**config.mk**
```make
export PLATFORM = sky130hd
export DESIGN_NAME = solution_serializer
export DESIGN_NICKNAME = d
export VERILOG_FILES = /design/src/rtl/solution_serializer.sv
export SDC_FILE = /design/constraint.sdc
export NUM_CORES = 1
export LEC_CHECK = 0
export CAP_MARGIN = 20
export CELL_PAD_IN_SITES_DETAIL_PLACEMENT = 1
export CELL_PAD_IN_SITES_GLOBAL_PLACEMENT = 1
export CORE_MARGIN = 2
export CORE_UTILIZATION = 34
export DETAILED_ROUTE_END_ITERATION = 10
export PLACE_DENSITY_LB_ADDON = 0.15
export SLEW_MARGIN = 20
export SYNTH_ARGS = -nofsm -noshare
export SYNTH_HDL_FRONTEND = slang
export SYNTH_SLANG_ARGS = --single-unit
```
**constraint.sdc**
```tcl
create_clock -name clk -period 3.9 [get_ports clk]
set_input_delay 0.78 -clock clk [delete_from_list [all_inputs] [get_ports clk]]
set_output_delay 0.78 -clock clk [all_outputs]
set_load 0.005 [all_outputs]
```
**src/rtl/solution_serializer.sv**
```systemverilog
// Frames a captured nonogram solution as a byte stream for the UART transmitter:
// header, dimensions, bit-packed rows (MSB = lowest column), optional XOR checksum.
module solution_serializer #(
    parameter int unsigned MAX_ROWS    = 16,
    parameter int unsigned MAX_COLS    = 16,
    parameter int unsigned DIM_W       = 5,
    parameter logic [7:0]  HEADER      = 8'hE0,
    parameter bit          CHECKSUM_EN = 1'b1
) (
    input  logic                               clk,
    input  logic                               rst,
    input  logic                               valid_in,
    input  logic [MAX_ROWS-1:0][MAX_COLS-1:0]  solution,
    input  logic [DIM_W-1:0]                   n,
    input  logic [DIM_W-1:0]                   m,
    input  logic                               transmit_busy,
    output logic                               transmit_ready,
    output logic [7:0]                         byte_out,
    output logic                               busy,
    output logic                               done,
    output logic                               error
);

    localparam int unsigned RW    = $clog2(MAX_ROWS + 1);
    localparam int unsigned BMAX  = (MAX_COLS + 7) / 8;
    localparam int unsigned BW    = $clog2(BMAX + 1);
    localparam int unsigned CNT_W = $clog2(4 + MAX_ROWS * BMAX + 1);

    localparam logic [2:0] StIdle  = 3'd0;
    localparam logic [2:0] StLoad  = 3'd1;
    localparam logic [2:0] StSend  = 3'd2;
    localparam logic [2:0] StGuard = 3'd3;
    localparam logic [2:0] StWait  = 3'd4;
    localparam logic [2:0] StFin   = 3'd5;

    logic [2:0]                        state_q, state_d;
    logic [MAX_ROWS-1:0][MAX_COLS-1:0] sol_q, sol_d;
    logic [DIM_W-1:0]                  n_q, n_d, m_q, m_d;
    logic [BW-1:0]                     nb_q, nb_d;
    logic [CNT_W-1:0]                  total_q, total_d, cnt_q, cnt_d;
    logic [RW-1:0]                     row_q, row_d;
    logic [BW-1:0]                     col_q, col_d;
    logic [7:0]                        chk_q, chk_d, byte_q, byte_d;
    logic                              ready_q, ready_d, done_q, done_d;
    logic                              busy_q, busy_d, err_q, err_d;

    logic                              bad_dims;
    logic [DIM_W:0]                    m_round;
    logic [BW-1:0]                     nb_calc;
    logic [MAX_COLS-1:0]               row_bits;
    logic [7:0]                        row_byte, cur_byte;
    logic                              is_chk, is_row;

    // Dimension check and per-row byte count derived from the latched column count.
    always_comb begin
        bad_dims = (n == '0) || (m == '0) || (n > DIM_W'(MAX_ROWS)) || (m > DIM_W'(MAX_COLS));
        m_round  = {1'b0, m_q} + (DIM_W + 1)'(7);
        nb_calc  = BW'(m_round >> 3);
    end

    // Select the byte at the current frame position; columns past m are sent as 0.
    always_comb begin
        row_bits = '0;
        for (int r = 0; r < int'(MAX_ROWS); r++) begin
            if (RW'(r) == row_q) row_bits = sol_q[r];
        end
        row_byte = '0;
        for (int c = 0; c < int'(MAX_COLS); c++) begin
            if ((c / 8) == int'(col_q) && c < int'(m_q)) row_byte[3'(7 - (c % 8))] = row_bits[c];
        end
        is_chk = CHECKSUM_EN && (cnt_q == total_q - CNT_W'(1));
        is_row = (cnt_q >= CNT_W'(3)) && !is_chk;
        if (cnt_q == CNT_W'(0))      cur_byte = HEADER;
        else if (cnt_q == CNT_W'(1)) cur_byte = 8'(n_q);
        else if (cnt_q == CNT_W'(2)) cur_byte = 8'(m_q);
        else if (is_chk)             cur_byte = chk_q;
        else                         cur_byte = row_byte;
    end

    // Frame sequencing: capture, load counters, then send/guard/wait per byte.
    always_comb begin
        state_d = state_q;
        sol_d   = sol_q;
        n_d     = n_q;
        m_d     = m_q;
        nb_d    = nb_q;
        total_d = total_q;
        cnt_d   = cnt_q;
        row_d   = row_q;
        col_d   = col_q;
        chk_d   = chk_q;
        byte_d  = byte_q;
        ready_d = 1'b0;
        done_d  = 1'b0;
        busy_d  = busy_q;
        err_d   = err_q;
        case (state_q)
            StIdle: begin
                if (valid_in) begin
                    sol_d   = solution;
                    // Bad dimensions are framed as a 0x0 grid.
                    n_d     = bad_dims ? '0 : n;
                    m_d     = bad_dims ? '0 : m;
                    err_d   = bad_dims;
                    busy_d  = 1'b1;
                    state_d = StLoad;
                end
            end
            StLoad: begin
                nb_d    = nb_calc;
                total_d = CNT_W'(3 + 32'(CHECKSUM_EN) + int'(n_q) * int'(nb_calc));
                cnt_d   = '0;
                row_d   = '0;
                col_d   = '0;
                chk_d   = '0;
                state_d = StSend;
            end
            StSend: begin
                if (!transmit_busy) begin
                    ready_d = 1'b1;
                    byte_d  = cur_byte;
                    chk_d   = chk_q ^ cur_byte;
                    cnt_d   = cnt_q + CNT_W'(1);
                    if (is_row) begin
                        if (col_q == nb_q - BW'(1)) begin
                            col_d = '0;
                            row_d = row_q + RW'(1);
                        end else begin
                            col_d = col_q + BW'(1);
                        end
                    end
                    state_d = StGuard;
                end
            end
            // The UART needs one cycle to raise busy after the strobe.
            StGuard: state_d = StWait;
            StWait: begin
                if (!transmit_busy) begin
                    if (cnt_q == total_q) begin
                        done_d  = 1'b1;
                        state_d = StFin;
                    end else begin
                        state_d = StSend;
                    end
                end
            end
            StFin: begin
                busy_d  = 1'b0;
                state_d = StIdle;
            end
            default: state_d = StIdle;
        endcase
    end

    // State registers with synchronous active-low reset.
    always_ff @(posedge clk) begin
        if (!rst) begin
            state_q <= StIdle;
            sol_q   <= '0;
            n_q     <= '0;
            m_q     <= '0;
            nb_q    <= '0;
            total_q <= '0;
            cnt_q   <= '0;
            row_q   <= '0;
            col_q   <= '0;
            chk_q   <= '0;
            byte_q  <= '0;
            ready_q <= 1'b0;
            done_q  <= 1'b0;
            busy_q  <= 1'b0;
            err_q   <= 1'b0;
        end else begin
            state_q <= state_d;
            sol_q   <= sol_d;
            n_q     <= n_d;
            m_q     <= m_d;
            nb_q    <= nb_d;
            total_q <= total_d;
            cnt_q   <= cnt_d;
            row_q   <= row_d;
            col_q   <= col_d;
            chk_q   <= chk_d;
            byte_q  <= byte_d;
            ready_q <= ready_d;
            done_q  <= done_d;
            busy_q  <= busy_d;
            err_q   <= err_d;
        end
    end

    assign transmit_ready = ready_q;
    assign byte_out       = byte_q;
    assign busy           = busy_q;
    assign done           = done_q;
    assign error          = err_q;

endmodule

```
==> run summary, run 1 <==
For this design the total switching power over the nets is 1.34 mW. The smallest clock period supported by the final layout is computed as 3400 ps. The number of max-slew violations in the final report is 0. The kind of end point of the critical path is a register. The overall power after layout is 4.50 mW. The via count of the first global-routing pass is 9150. The maximum single-stage delay on the critical path came out at 660 ps. The total via count after detailed routing came out at 9186. Counting stages on the worst path, the most repeated cell is sky130_fd_sc_hd__o21ai_0. After the last flow step, the layout net total stands at 1635. The fill cell total of the finished layout came out at 3375. The count of instances resized after the clock tree is built is 0. The peak supply drop is 0.288 mV. Walking the worst path, the cells encountered are ha_1 -> or4_1 -> a221oi_1 -> o22ai_1 -> a211oi_1 -> o21ai_0 -> a31oi_1 -> o21ai_0 -> nor3b_1. The summed area of non-filler cells in the final layout came out at 12100 sq um. The buffering stage count on the worst path with inverters included is 0. The CTS tree is done.

The post-route worst setup slack is 499 ps. The final count of negative-setup-slack endpoints came out at 0. The number of nets produced by synthesis came out at 1533.

The clock tree synthesis step divided the H-tree into 4 levels. The number of sinks driven by the clock tree came out at 182. The area taken by multi-input logic gates came out at 5470 sq um. The core region is 27900 sq um.

After clock tree synthesis, the clock-pin slew on the worst setup and hold paths is 70 ps. After the flow finishes, the layout carries non-filler instances totaling 1736. The layout-stage area growth over the synthesis result came out at 25.1%. The pin count of the biggest net entering global routing is 131. The top achievable clock speed is 294 MHz.

Setup repair after global routing left no endpoint under its margin. Headroom to the max-slew limit came out at 0.483. The total clock buffers created by CTS is 17. The initial core utilization is 0.346. The die outline width is 172 microns. The number of warnings issued by yosys is 0. Once detailed placement completed, the half-perimeter wirelength came to 24.4 mm. Hold repair after CTS inserted 0 buffers. Measured on the finished design, the core utilization comes to 0.433. Across the whole layout, storage elements account for 3640 sq um. The switching power share of the total is 0.297.

The initial DRC count came out at 569. The internal power is 3.16 mW. The share of synthesized registers carrying an async set or reset is 0. The family with the most delay on the worst path is compound AO/OA/AOI/OAI gates. The number of cells produced by synthesis is 1243. The count of antenna diodes in the layout is 0.

The most used flip-flop cell after synthesis is sky130_fd_sc_hd__dfxtp_1. Measured along the y axis, the die boundary spans 172 microns. The count of buffers added on input and output ports is 153. The global-route wire length before repair is 50.3 mm. The aggregate negative setup slack is 0 ps. The I/O pin count came out at 282. Of the available clock period, the critical path in the final layout requires 0.872. Summing every instance area after synthesis gives 9650 sq um. For this design, the slowest cell found on the critical path is sky130_fd_sc_hd__or4_1. The number of endpoints with negative hold slack in the final report came out at 0.

The first detailed-routing pass took 5 iterations. Data arrives at the worst endpoint at 3700 ps. The part of the Yosys area used for sequential elements came out at 0.378. The overall routing resource usage came out at 0.224. CTS placed an instance of sky130_fd_sc_hd__clkbuf_16 at the clock tree root. The clock passes through at most 2 buffers. Data on the critical path is required at its endpoint by 4200 ps. The top fanout value on the critical path is 11. The clock tree skew after final layout came out at 12.8 ps.

The number of rows created at floorplan came out at 61. Dividing the detail-routed via count by the number of cells gives 5.29. The power share of the sequential group is 0.468. The clock network fraction of design power is 0.381. The worst setup path is launched from a register. The average size of a mapped cell is 7.76 sq um. The actual transition at the worst max-transition pin came out at 775 ps. The number of maximum-capacitance violations is 0. The post-placement cell count is 1704.

The worst hold path belongs to the class reg2reg. The fraction of layout cells with a size suffix above 1 came out at 0.0596. The detail route stage leaves a number of antenna-violating nets equal to 0. The total overflow left after global routing is 0. The number of library cell types mapped by synthesis is 76. The final RePlAce weighted congestion came out at 0.918. Summed over all layers, the routed wires come to 33.0 mm. The count of flip-flops with a built-in enable after synthesis came out at 0.

The post-CTS setup buffer count came out at 0. At the placement stage, the worst setup path has a slack of 553 ps. The flow ran to the end, and the final reports show no timing, DRC or antenna violations.

The share of total power dissipated in combinational logic is 0.151. The area of placed instances is 11500 sq um. The critical path is of the reg2reg type. The total power divided by cell area is 373 nW/um^2. The leakage power of the design came out at 4.31 nW. After detailed routing, the average wire length per cell comes to 19.0 microns. The initial antenna violation count is 0. The number of synthesized register bits is 182. The worst hold slack is 466 ps. The area enclosed by the die boundary came out at 29700 sq um. The clock latency on the worst-skew pair came out at 440 ps. The remaining routing DRC violations came out at 0.
## layout by cell type, fill, tap and decap left out, types with 23 or more instances in the layout
cell	n
sky130_fd_sc_hd__nand2_1	322
sky130_fd_sc_hd__o21ai_0	41
sky130_fd_sc_hd__clkdlybuf4s50_1	152
sky130_fd_sc_hd__a21oi_1	52
sky130_fd_sc_hd__dfxtp_1	182
sky130_fd_sc_hd__nor2b_1	27
sky130_fd_sc_hd__nand3_1	23
sky130_fd_sc_hd__nor2_1	50
sky130_fd_sc_hd__inv_1	37
sky130_fd_sc_hd__a21boi_0	138
sky130_fd_sc_hd__buf_4	23
## layer usage
| metal | part of all wire | GRT usage | wire, microns | vias to the layer above |
|---|---|---|---|---|
| met4 | 0.029 | 0.0829 | 969 | 0 |
| met1 | 0.42 | 0.262 | 13900 | 4441 |
| met5 | 0 | 0 | 0 | - |
| li1 | - | - | - | 4507 |
| met2 | 0.52 | 0.412 | 17200 | 190 |
| met3 | 0.030 | 0.0298 | 1000 | 48 |
## cell usage after synthesis, drive strengths merged, types with 6 or more instances
library cell	n	area [sq um]
xor2	11	96.3
nand3b	17	128
nor3	15	75.1
inv	37	139
nor3b	8	70.1
nor2	50	188
nand4b	6	52.6
nor2b	27	169
buf	24	140
ha	19	238
nand3	23	115
nand2b	13	81.3
a21oi	52	260
o22ai	8	50.1
o21ai	43	215
a22oi	19	143
nand2	323	1210
dfxtp	182	3640
a221oi	15	144
a21boi	138	1040
and2	13	81.3
nor4	7	50.1
clkbuf	72	270
or4	6	45.0
xnor2	9	78.8
a211oi	8	65.1
and3	6	37.5
a31oi	8	50.1
## final cells by class
cell class	instances	share of cell area
clock buffers	18	0.0364
clock inverters	14	0.0108
inverters	37	0.0115
multi-input cells	928	0.453
flip-flops and latches	182	0.302
well taps	378	0.0392
repair buffers	179	0.147
## logic make-up after synthesis
family | after synthesis | share of synthesized area
simple gates | 545 | 0.266
compound gates | 340 | 0.251
flops | 182 | 0.378
buf+inv | 133 | 0.0569
xor+xnor | 20 | 0.0182
fa+ha+maj | 20 | 0.0267
mux | 3 | 0.00324
## power by group through the flow
stage	Sequential (mW)	Clock, mW	Combinational [mW]
after floorplan	2.08	0	0.396
after global placement	2.15	0	0.674
after detailed placement	2.15	0	0.686
after CTS	2.11	1.76	0.689
after global routing	2.12	1.83	0.759
final	2.11	1.72	0.679
## sequential cells by signal, summed over array words and instances, names as in the netlist
| name | count |
|---|---|
| cnt_q | 6 |
| total_q | 6 |
| m_q | 5 |
| done | 1 |
| error | 1 |
| nb_q | 2 |
| col_q | 2 |
| state_q | 3 |
| byte_out | 8 |
| chk_q | 8 |
| sol_q | 128 |
| n_q | 5 |
| row_q | 5 |
| transmit_ready | 1 |
| busy | 1 |
## worst reg2reg max path: stages, from the launching register on
cell	delay [ps]
sky130_fd_sc_hd__dfxtp_1	360
sky130_fd_sc_hd__ha_1	390
sky130_fd_sc_hd__or4_1	660
sky130_fd_sc_hd__a221oi_1	460
sky130_fd_sc_hd__o22ai_1	160
sky130_fd_sc_hd__a211oi_1	320
sky130_fd_sc_hd__o21ai_0	170
sky130_fd_sc_hd__a31oi_1	450
sky130_fd_sc_hd__o21ai_0	150
sky130_fd_sc_hd__nor3b_1	160
## worst paths after layout
check	endpoint	slack, ps	cells after the start	startpoint
worst max register to register	chk_q[1]	500	9	row_q[0]
worst max-delay path	chk_q[1]	500	9	row_q[0]
worst min-delay path	sol_q[47]	470	2	sol_q[47]
worst min register to register	sol_q[47]	470	2	sol_q[47]
Note: power is estimated with default switching activity, not from simulation.
==> inputs of run 2 (changes only) <==
==> constraint.sdc (replaced) <==
create_clock -name clk -period 3.4 [get_ports clk]
set_input_delay 0.68 -clock clk [delete_from_list [all_inputs] [get_ports clk]]
set_output_delay 0.68 -clock clk [all_outputs]
set_load 0.005 [all_outputs]
==> run summary, run 2 (same netlist as run 1, synthesis figures left out) <==
The routed length per placed instance is 18.7 microns (was 19.0 microns). The most frequent standard cell in the layout excluding fill and tap cells is sky130_fd_sc_hd__nand2_1 (unchanged). The peak supply drop is 0.326 mV (was 0.288 mV). The area enclosed by the die boundary came out at 29700 sq um (unchanged). The total clock buffers created by CTS is 17 (unchanged).

The switching power share of the total is 0.284 (was 0.297). The clock period minus final worst setup slack is 3100 ps (was 3400 ps). The clock network fraction of design power came out at 0.404 (was 0.381).

The flip-flop count of the largest register, all copies and words added is 128 (unchanged). Leading cell types in the layout, fill and taps excluded: sky130_fd_sc_hd__nand2_1 (322), sky130_fd_sc_hd__dfxtp_1 (182), sky130_fd_sc_hd__clkdlybuf4s50_1 (152) (unchanged). The clock latency on the worst-skew pair was 440 ps (about the same). The placed wire-length estimate is 24.9 mm (was 24.4 mm). The internal power is 3.84 mW (was 3.16 mW). The I/O pin count is 282 (unchanged). The kind of end point of the critical path is a register (unchanged). The global-route wire length before repair is 50.6 mm (was 50.3 mm). The start-to-end type of the worst setup path was reg2reg (unchanged). The port buffer count came to 153 (unchanged). The count of antenna diodes in the layout was 0 (unchanged). The clock input transition at the sequential cells of the worst setup and hold paths came to 70 ps (about the same).

The final routed wirelength across all metal layers is 32.8 mm (was 33.0 mm). The top achievable clock speed was 322 MHz (was 294 MHz). The initial antenna violation count is 0 (unchanged). The number of max-slew violations in the final report came out at 0 (unchanged). The post-CTS setup buffer count came out at 0 (unchanged). The fraction of layout cells with a size suffix above 1 came out at 0.0747 (was 0.0596). The final worst-path cycle share is 0.913 (was 0.872).

The height of the die came out at 172 microns (unchanged). The worst relative slew slack is 0.548 (was 0.483). The via count of the first global-routing pass is 9231 (was 9150).

The final count of negative-setup-slack endpoints came out at 0 (unchanged). The number of maximum-capacitance violations is 0 (unchanged). The count of instances resized after the clock tree is built is 0 (unchanged). The worst hold slack came out at 460 ps (was 466 ps). The leakage power of the design came out at 4.44 nW (was 4.31 nW). The total via count after detailed routing was 9212 (was 9186).

The final RePlAce weighted congestion is 0.949 (was 0.918). The layout-stage area growth over the synthesis result came out at 27.5% (was 25.1%). The clock tree skew after final layout came out at 13.2 ps (was 12.8 ps).

The cts-stage hold buffer count is 0 (unchanged). The largest register by flop count is sol_q (unchanged). The number of rows created at floorplan is 61 (unchanged). The pin count of the biggest net entering global routing came to 129 (was 131). The CTS tree is done (unchanged). The aggregate negative setup slack came out at 0 ps (unchanged). The top fanout value on the critical path is 7 (was 11).

The overall routing resource usage came out at 0.225 (was 0.224). The number of vias per cell after detailed routing came to 5.24 (was 5.29). Status: complete, no violations (unchanged). The number of buffers on the longest clock path came out at 2 (unchanged).

The remaining number of nets flagged by the antenna check after routing came to 0 (unchanged). The die outline width came out at 172 microns (unchanged). The initial core utilization is 0.346 (unchanged). The initial DRC count is 519 (was 569).

The core area came out at 27900 sq um (unchanged). The count of TritonRoute iterations in the first routing pass is 5 (unchanged). The remaining routing DRC violations came out at 0 (unchanged). The H-tree level count came out at 4 (unchanged). The required arrival time at the worst endpoint is 3700 ps (was 4200 ps). The power share of the combinational group came out at 0.146 (was 0.151). The worst min-delay path class is reg2reg (unchanged). The number of sinks driven by the clock tree is 182 (unchanged). The startpoint type of the worst setup path was a register (unchanged). Setup repair after global routing missed its margin: false (unchanged). The number of endpoints with negative hold slack in the final report came out at 0 (unchanged). The actual transition at the worst max-transition pin is 678 ps (was 775 ps). The total power divided by cell area is 436 nW/um^2 (was 373 nW/um^2).

The number of nets in the finished design came to 1656 (was 1635). The root buffer cell is sky130_fd_sc_hd__clkbuf_16 (unchanged). The fill cell total of the finished layout is 3373 (was 3375). The arrival time reported for the critical path endpoint was 3400 ps (was 3700 ps). The power share of the sequential group came out at 0.450 (was 0.468). The remaining global-route overflow came out at 0 (unchanged).

The switching power is 1.52 mW (was 1.34 mW).
## run 2: changes by cell type in the layout (fill, tap and decap cells not counted)
cell | before | now
sky130_fd_sc_hd__a31oi_1 | 8 | 7
sky130_fd_sc_hd__a31oi_2 | 0 | 1
sky130_fd_sc_hd__buf_4 | 23 | 44
sky130_fd_sc_hd__bufinv_16 | 0 | 3
sky130_fd_sc_hd__clkbuf_1 | 0 | 1
sky130_fd_sc_hd__clkbuf_8 | 1 | 0
sky130_fd_sc_hd__clkinv_4 | 3 | 1
sky130_fd_sc_hd__clkinv_8 | 0 | 1
sky130_fd_sc_hd__clkinvlp_4 | 2 | 0
sky130_fd_sc_hd__ha_1 | 19 | 18
sky130_fd_sc_hd__ha_2 | 0 | 1
## run 2: power groups by stage
stage	sequential (mW)	clock (mW)	combinational [mW]
floorplan	2.39	0	0.454
global placement	2.46	0	0.784
detailed placement	2.47	0	0.799
CTS	2.42	2.22	0.801
global route	2.43	2.31	0.882
finish	2.41	2.17	0.786
## run 2: layout make-up
type                            instances  area [sq um]  area share
Clock inverter                         14           204      0.0166
Inverter                               37           139      0.0113
Tap cell                              378           473      0.0385
Sequential cell                       182          3640       0.296
Timing Repair Buffer                  200          1930       0.157
Clock buffer                           18           429      0.0349
Multi-Input combinational cell        928          5480       0.445
## run 2: worst paths after layout
path | start | cells after the start | endpoint | slack, ps
hold / removal | byte_out[1] | 2 | byte_out[1] | 460
setup / recovery | row_q[0] | 9 | chk_q[1] | 300
setup reg to reg | row_q[0] | 9 | chk_q[1] | 300
hold reg to reg | byte_out[1] | 2 | byte_out[1] | 460
## run 2: per-layer routing
metal,routed length (microns),part of all wire,global-route usage,up-vias
li1,-,-,-,4548
met1,13800,0.42,0.262,4461
met2,17100,0.52,0.413,169
met3,1050,0.032,0.0389,34
met4,868,0.026,0.0753,0
met5,0,0,0,-
## run 2: worst max-delay path, stage by stage (launching register included)
cell	delay [ps]
sky130_fd_sc_hd__dfxtp_1	360
sky130_fd_sc_hd__ha_1	330
sky130_fd_sc_hd__or4_1	620
sky130_fd_sc_hd__a221oi_1	430
sky130_fd_sc_hd__o22ai_1	150
sky130_fd_sc_hd__a211oi_1	270
sky130_fd_sc_hd__o21ai_0	190
sky130_fd_sc_hd__a31oi_2	350
sky130_fd_sc_hd__o21ai_0	110
sky130_fd_sc_hd__nor3b_1	140
## run 2: metrics by stage
stage	util	power, mW	std cells	setup WS (ps)	cell area [sq um]
2_1_floorplan	-	2.84	1243	486	9650
3_3_place_gp	0.418	3.25	1725	211	11700
3_5_place_dp	0.418	3.26	1725	158	11700
4_1_cts	0.441	5.44	1757	137	12300
5_1_grt	0.441	5.62	1757	127	12300
6_report	0.441	5.37	1757	296	12300
==> inputs of run 3 (changes only) <==
--- a/config.mk
+++ b/config.mk
@@ -5,13 +5,14 @@
 export SDC_FILE = /design/constraint.sdc
 export NUM_CORES = 1
 export LEC_CHECK = 0
+export ABC_CLOCK_PERIOD_IN_PS = 3400
 export CAP_MARGIN = 20
 export CELL_PAD_IN_SITES_DETAIL_PLACEMENT = 1
 export CELL_PAD_IN_SITES_GLOBAL_PLACEMENT = 1
 export CORE_MARGIN = 2
 export CORE_UTILIZATION = 34
 export DETAILED_ROUTE_END_ITERATION = 10
-export PLACE_DENSITY_LB_ADDON = 0.15
+export PLACE_DENSITY = 0.83
 export SLEW_MARGIN = 20
 export SYNTH_ARGS = -nofsm -noshare
 export SYNTH_HDL_FRONTEND = slang
==> run summary, run 3 (same netlist as run 1, synthesis figures left out) <==
The remaining global-route overflow came to 0 (unchanged). The root buffer cell was sky130_fd_sc_hd__clkbuf_16 (unchanged). The top achievable clock speed is 309 MHz (was 322 MHz).

The number of endpoints with negative hold slack in the final report came out at 0 (unchanged). The slowest cell on the critical path was sky130_fd_sc_hd__or4_1 (unchanged). The final worst-path cycle share came out at 0.951 (was 0.913). The CTS tree is done (unchanged). The total power divided by cell area is 423 nW/um^2 (was 436 nW/um^2). The maximum single-stage delay on the critical path came out at 630 ps (was 620 ps). The worst hold slack was 461 ps (was 460 ps).

The cell occurring most often along the worst timing path is sky130_fd_sc_hd__a31oi_1 (was sky130_fd_sc_hd__o21ai_0). The routed length per placed instance is 18.6 microns (was 18.7 microns). The fill cell total of the finished layout came out at 3351 (was 3373). The flip-flop count of the largest register, all copies and words added is 128 (unchanged). The top fanout value on the critical path is 9 (was 7). The met1 capacity usage during global routing is 0.265 (was 0.262). The post-CTS setup buffer count is 0 (unchanged).

The actual transition at the worst max-transition pin is 798 ps (was 678 ps). The pin count of the biggest net entering global routing is 131 (was 129). The port buffer count came out at 153 (unchanged). The initial DRC count is 584 (was 519). The global-route wire length before repair came out at 51.3 mm (was 50.6 mm). The reg-to-reg setup timing slack came out at 170 ps (was 300 ps). The I/O pin count is 282 (unchanged). The number of max-slew violations in the final report came out at 0 (unchanged). The die outline width came to 172 microns (unchanged). The clock input transition at the sequential cells of the worst setup and hold paths came to 70 ps (about the same). The number of buffers on the longest clock path came to 2 (unchanged). The peak supply drop came to 0.373 mV (was 0.326 mV). The clock latency on the worst-skew pair came out at 450 ps (was 440 ps). The H-tree level count came out at 4 (unchanged). Setup repair after global routing missed its margin: false (unchanged).

The remaining number of nets flagged by the antenna check after routing is 0 (unchanged). The clock period minus final worst setup slack came out at 3230 ps (was 3100 ps). The initial antenna violation count is 0 (unchanged).

The number of maximum-capacitance violations is 0 (unchanged). The worst relative slew slack came out at 0.468 (was 0.548). The number of sinks driven by the clock tree came out at 182 (unchanged). The final count of negative-setup-slack endpoints was 0 (unchanged).

Status: complete, no violations (unchanged). The number of nets in the finished design came out at 1649 (was 1656). The via count of the first global-routing pass was 9660 (was 9231). The final RePlAce weighted congestion came to 0.919 (was 0.949). The family with the most delay on the worst path was compound AO/OA/AOI/OAI gates (unchanged). The worst min-delay path class is reg2reg (unchanged). The number of vias per cell after detailed routing is 5.35 (was 5.24). Leading cell types in the layout, fill and taps excluded: sky130_fd_sc_hd__nand2_1 (322), sky130_fd_sc_hd__dfxtp_1 (182), sky130_fd_sc_hd__clkdlybuf4s50_1 (152) (unchanged). The total clock buffers created by CTS came to 17 (unchanged). The initial core utilization is 0.346 (unchanged). Cell breakdown of the critical path: ha_1 -> or4_1 -> a221oi_1 -> o22ai_1 -> a31oi_1 -> o21ai_1 -> a31oi_1 -> o21ai_0 -> nor3b_1 (was ha_1 -> or4_1 -> a221oi_1 -> o22ai_1 -> a211oi_1 -> o21ai_0 -> a31oi_2 -> o21ai_0 -> nor3b_1).

The overall routing resource usage is 0.224 (was 0.225). The total via count after detailed routing came out at 9350 (was 9212). The remaining routing DRC violations came to 0 (unchanged).

The kind of end point of the critical path is a register (unchanged). The core area came to 27900 sq um (unchanged). The post-layout utilization of the core is 0.438 (was 0.441). The met2 track demand over resource came out at 0.393 (was 0.413). The global-route layer with the greatest usage is met2 (unchanged). The startpoint type of the worst setup path was a register (unchanged). The area enclosed by the die boundary came out at 29700 sq um (unchanged). The required arrival time at the worst endpoint is 3730 ps (was 3700 ps). The layout-stage area growth over the synthesis result came out at 26.4% (was 27.5%).

The met3 layer usage reported by global route is 0.0403 (was 0.0389). The aggregate negative setup slack is 0 ps (unchanged). The fraction of layout cells with a size suffix above 1 came to 0.0693 (was 0.0747). The count of antenna diodes in the layout is 0 (unchanged).

The clock tree skew after final layout is 19.0 ps (was 13.2 ps). The leakage power of the design came out at 4.39 nW (was 4.44 nW). The largest register by flop count is sol_q (unchanged).

The placed wire-length estimate is 24.4 mm (was 24.9 mm). The buffering stage count on the worst path with inverters included was 0 (unchanged). The arrival time reported for the critical path endpoint came out at 3560 ps (was 3400 ps).

The height of the die was 172 microns (unchanged). The final routed wirelength across all metal layers is 32.6 mm (was 32.8 mm). The count of TritonRoute iterations in the first routing pass was 5 (unchanged). The number of rows created at floorplan is 61 (unchanged). The start-to-end type of the worst setup path is reg2reg (unchanged). The most frequent standard cell in the layout excluding fill and tap cells is sky130_fd_sc_hd__nand2_1 (unchanged).
==> run 3: cell types whose count changed in the layout (fill, tap and decap cells not counted), sizes merged <==
cell	change
clkinv	+3
clkinvlp	+1
clkbuf	-1
bufinv	-3
inv	-1
buf	-7
==> run 3: power breakdown <==
group / switching (mW) / internal [mW] / leakage (nW)
registers: 0.129 / 2.28 / 1.49
clock network: 0.983 / 0.983 / 0.282
logic: 0.431 / 0.362 / 2.62
==> run 3: layout make-up <==
cell class | count | area, sq um | area share
clock inverters | 14 | 156 | 0.0128
flip-flops and latches | 182 | 3640 | 0.299
repair buffers | 193 | 1890 | 0.155
inverters | 37 | 139 | 0.0114
clock buffers | 17 | 425 | 0.0349
multi-input cells | 928 | 5470 | 0.448
well taps | 378 | 473 | 0.0388
==> run 3: what timing repair did <==
item,CTS,global route
gates resized for setup,0,1
setup endpoints to repair,0,4
hold buffers,0,0
==> run 3: through the flow <==
| stage | setup WS, ps | power [mW] | cell area (sq um) | cells |
|---|---|---|---|---|
| floorplan | 486 | 2.84 | 9650 | 1243 |
| global placement | 302 | 3.22 | 11600 | 1718 |
| detailed placement | 211 | 3.25 | 11600 | 1718 |
| CTS | 171 | 5.21 | 12200 | 1749 |
| global route | 7.52 | 5.39 | 12200 | 1749 |
| finish | 168 | 5.17 | 12200 | 1749 |
==> run 3: path summary, 6_finish.rpt <==
kind	from	depth (start not counted)	to
worst max-delay path	row_q[0]	9	chk_q[1]
worst min-delay path	byte_out[1]	2	byte_out[1]
worst max register to register	row_q[0]	9	chk_q[1]
worst min register to register	byte_out[1]	2	byte_out[1]
==> run 3: per-layer routing <==
metal | share of wire | routed length (microns)
met4 | 0.046 | 1500
met5 | 0 | 0
met2 | 0.49 | 16000
met1 | 0.42 | 13700
met3 | 0.045 | 1470
==> run 3: tightest hold or removal path: stages (launching register included) <==
cell,delay (ps)
sky130_fd_sc_hd__dfxtp_1,310
sky130_fd_sc_hd__nand3_1,60
sky130_fd_sc_hd__nand2_1,50
==> variant 1, RTL diff (flow settings as in run 3) <==
`MAX_COLS`: 16 -> 32.
--- a/src/rtl/solution_serializer.sv
+++ b/src/rtl/solution_serializer.sv
@@ -3,5 +3,5 @@
 module solution_serializer #(
     parameter int unsigned MAX_ROWS    = 16,
-    parameter int unsigned MAX_COLS    = 16,
+    parameter int unsigned MAX_COLS    = 32,
     parameter int unsigned DIM_W       = 5,
     parameter logic [7:0]  HEADER      = 8'hE0,
Interface: changed (resized solution); port bits go from 282 to 538. No check against the original RTL was run, so the function may have changed too.
==> variant 1 against run 3 <==
Non-clock buffer count grew 189. Area after synthesis rose by 60%. Total power is 89% higher. Final cell count increased by 66%. Critical endpoint is now byte_out[2]$_SDFFE_PN0P_. Sequential share of layout area fell by 0.79 points. Design area is 68% higher. Worst setup slack got worse by 100 ps. Sequential cell count increased by 116. Die area grew 59%. Global-route usage grew 5.6 points. Wire length grew 110%. Synthesized cell count up 62%.
==> variant 1: results (changes against run 3) <==
max_flop_register: "sol_q"
ys_warn_count: 0  # unchanged
async_reset_ff_frac: 0  # unchanged
wl_met3_um: 3060  # +110%
antenna_found_initial: 0  # unchanged
grt_max_degree: 150  # +15%
worstPathMaxFanout: 15  # +6
clk_latency_ps: 580  # +130 ps
synth_cell_type_count: 87  # +14%
clockBufferDepth: 3  # +1
hold_start: "sol_q[222]$_SDFFE_PN0P_"
synth_mux_area_frac: 0.00737  # +0.00412
synthAdderAreaFrac: 0.0254  # -0.00130
grt_use_met1: 0.343  # +0.0778
drive_above_1_share: 0.0980  # +0.0287
routabilityCongestion: 0.964  # +4.9%
worst_slew_pin_slew_ps: 911  # +113 ps
hpwl_um: 51300  # +110%
drt_pass1_iterations: 7  # +2
gr-usage-met3: 0.0370  # -0.00325
min_to: "sol_q[222]$_SDFFE_PN0P_"
portBuffers: 255  # +67%
antennaDiodeCount: 0  # unchanged
path_clk_slew_ps: 60
reg2regPathDepth: 14  # +5
grt_pass1_wl_um: 100000  # +96%
skew_ps: 33.8  # +14.8 ps
endpoint_kind: "flip-flop"
cts-root-buf: "clkbuf_16"
ys_top_cells_by_count: "nand2_1 (605), dfxtp_1 (298), a21boi_0 (248)"
drt_wl_total_um: 67200  # +110%
largest_reg_flops: 240  # +88%
synth_nets: 2571  # +68%
synth-xor-area-share: 0.0153  # -0.00286
synthFlopType: "dfxtp_1"
htreeDepth: 2  # -2
vdd_drop_max_v: 0.000291  # -22%
wl_met2_um: 31800  # +99%
reg2reg_to: "byte_out[2]$_SDFFE_PN0P_"
synth_compound_area_frac: 0.262  # +0.0114
n_fill_cell: 5438  # +62%
nNetsFinal: 2824  # +71%
timing.hold.ws_ps: 464  # +2.26 ps
yosysSeqAreaShare: 0.386  # +0.00832
rrSetupSlack_ps: 70  # -100 ps
min_path_type: "flip-flop to flip-flop"
gr-usage-met2: 0.477  # +0.0842
met1Wirelength_um: 28300  # +110%
status: "finished, final reports clean"
p_leak_nw: 7.74  # +76%
drt-initial-drc-count: 1312  # +120%
holdPathStages: 2  # unchanged
highest_layer: "met4"
grt_pass1_vias: 16500  # +71%
vias_per_cell: 5.50  # +2.8%
arrival_ps: 3820  # +260 ps
critPathLaunch: "row_q[1]$_SDFFE_PN0P_"
cts_buffers: 37  # +20
grt_usage: 0.280  # +0.0557
synthTopCellsByArea: "dfxtp_1 (39%), nand2_1 (15%), a21boi_0 (12%)"
==> variant 1: cell count changes in the layout (fill, tap and decap cells not counted), moves of 13 or more <==
cell | before | now
clkbuf_16 | 17 | 38
dfxtp_1 | 182 | 298
nand2_1 | 322 | 605
a21boi_0 | 138 | 248
nor2_1 | 50 | 68
clkdlybuf4s50_1 | 152 | 254
nand3_1 | 23 | 36
a21oi_1 | 52 | 75
buf_4 | 36 | 116
nor3_1 | 14 | 30
==> variant 1: cell type report <==
class	count	area, um^2	area share
Tap cell	600	751	0.0366
Clock buffer	52	1080	0.0528
Timing Repair Buffer	382	3640	0.178
Multi-Input combinational cell	1516	8760	0.427
Sequential cell	298	5970	0.291
Clock inverter	15	189	0.00921
Inverter	34	128	0.00622
==> variant 1: worst max-delay path, cell delays in order, from the launching register on <==
cell       delay, ps
dfxtp_1          320
inv_1             80
buf_4            120
ha_2             330
buf_4            190
buf_4            200
a21oi_1          110
a2111o_1         480
a221o_1          320
a211oi_1         210
buf_4            160
o211a_1          140
o211ai_2         170
o2111ai_1        230
a21boi_2         180
==> variant 1: power breakdown <==
group	total (W)	leakage (nW)	internal, W	switching (W)
logic	0.00159	4.67	0.000683	0.000903
clock network	0.00415	0.624	0.00247	0.00167
registers	0.00406	2.44	0.00379	0.000268
==> variant 1: metrics by stage <==
step                      std cells  utilization  setup WS [ps]  area (um^2)
after detailed placement       2830        0.426          -47.1        19200
final                          2897        0.455           67.3        20500
after global routing           2897        0.455          -18.5        20500
after floorplan                2016            -           3.17        15500
after CTS                      2897        0.454           53.3        20500
after global placement         2830        0.426          -52.6        19200
==> variant 1: what timing repair did <==
action / CTS / global route
endpoints found under the setup margin: 1 / 6
gates resized for setup: 1 / 13
pin swaps: 0 / 1
setup buffers: 0 / 0
hold buffers: 0 / 0
==> variant 2, RTL diff (settings of run 3) <==
Without the edit above. Reset style: asynchronous (`rst`), changed in one clocked block. Comments in the files are not updated.
--- a/src/rtl/solution_serializer.sv
+++ b/src/rtl/solution_serializer.sv
@@ -154,5 +154,5 @@
 
     // State registers with synchronous active-low reset.
-    always_ff @(posedge clk) begin
+    always_ff @(posedge clk or negedge rst) begin
         if (!rst) begin
             state_q <= StIdle;
Function: differs if rst is asserted again (counterexample within 4 cycles, from zero or initial values and one cycle with rst low); with rst held inactive, the same outputs for 10 cycles.
==> variant 2 against run 3 <==
Area after synthesis is 0.36% lower. Sequential cell count did not move. Synthesized cell count decreased by 5.9%. Fmax up 0.55%. Worst setup slack better by 18 ps. Wire length shrank 5.4%. Design area up 0.44%. Critical path type unchanged. Critical endpoint is now chk_q[3]$_DFFE_PN0P_.
Power is not compared: it rests on default switching activity, and its combinational part moved more than twofold at a synthesized area within 25%.
==> variant 2: results (changes against run 3) <==
status: "finished, final reports clean"
async_reset_ff_frac: 1.00  # +1.00
synthTopCellsByArea: "dfrtp_1 (47%), nand2_1 (17%), clkbuf_1 (2.9%)"
arrival_ps: 3530  # -30 ps
wl_met2_um: 14200  # -11%
n_fill_cell: 3342  # -0.27%
gr-usage-met2: 0.343  # -0.0501
post_dp_cell_area_um2: 11700  # +0.48%
nNetsFinal: 1590  # -3.6%
drt_wl_total_um: 30800  # -5.4%
drive_above_1_share: 0.0670  # -0.00227
worst_slew_pin_slew_ps: 892  # +93.7 ps
p_int_w: 0.00581
gr-usage-met3: 0.0334  # -0.00687
skew_ps: 12.8  # -6.20 ps
routabilityCongestion: 0.920  # +0.11%
grt_usage: 0.214  # -0.0108
place_ws_ps: 180  # -30.5 ps
max_stage_delay_ps: 770  # +140 ps
placed_cells: 1659  # -3.4%
met1Wirelength_um: 14400  # +5.7%
worstPathMaxFanout: 25  # +16
min_path_type: "primary input to async pin"
ys_top_cells_by_count: "nand2_1 (438), dfrtp_1 (182), clkbuf_1 (74)"
netlist_instances: 1170  # -5.9%
multi_input_area_um2: 4660  # -15%
vias_per_cell: 5.25  # -1.8%
grt_pass1_wl_um: 48600  # -5.3%
wl_met3_um: 1440  # -2.0%
routedWlPerCell_um: 18.2  # -2.2%
critPathSlowestCell: "nor4b_1"
synth_cell_type_count: 74  # -2.6%
yosysSeqAreaShare: 0.474  # +0.0961
grt_use_met1: 0.296  # +0.0305
synth_nets: 1460  # -4.8%
==> variant 2: kinds of logic (layout without fill, tap and decap cells) <==
logic type,after synthesis,count (layout),synth area share
buffers and inverters,112,255,0.0439
xor gates and xnor gates,19,19,0.0173
muxes,7,7,0.00768
DFF,182,182,0.474
adders and majority gates,20,20,0.0268
and+or+nand+nor,608,608,0.274
AOI/OAI and AO/OA,222,222,0.156
==> variant 2: worst paths after layout <==
path	from	endpoint	slack [ps]	cells after the start
max	row_q[0]$_DFFE_PN0P_	chk_q[3]$_DFFE_PN0P_	190	8
min	rst	sol_q[37]$_DFFE_PN0P_	260	1
max reg2reg	row_q[0]$_DFFE_PN0P_	chk_q[3]$_DFFE_PN0P_	190	8
min reg2reg	byte_out[3]$_DFFE_PN0P_	byte_out[3]$_DFFE_PN0P_	480	2
max in group asynchronous	rst	error$_DFFE_PN0P_	2230	2
min in group clk	byte_out[3]$_DFFE_PN0P_	byte_out[3]$_DFFE_PN0P_	480	2
==> variant 2: power by group through the flow <==
| stage | sequential [W] | combinational [W] | clock [W] |
|---|---|---|---|
| after floorplan | 0.00356 | 0.00290 | 0 |
| after global placement | 0.00393 | 0.00409 | 0 |
| after detailed placement | 0.00397 | 0.00427 | 0 |
| after CTS | 0.00395 | 0.00431 | 0.00200 |
| after global routing | 0.00407 | 0.00481 | 0.00209 |
| final | 0.00397 | 0.00431 | 0.00197 |
==> variant 2: layout make-up <==
class	instances	share of cell area
clock buffers	18	0.0358
clock inverters	14	0.0112
inverters	35	0.0107
multi-input cells	876	0.380
flip-flops and latches	182	0.372
well taps	378	0.0386
repair buffers	188	0.152
==> variant 2: repair_timing <==
| action | in CTS | in global routing |
|---|---|---|
| gates resized for setup | 0 | 2 |
| setup endpoints to repair | 0 | 3 |
| hold buffers | 0 | 0 |
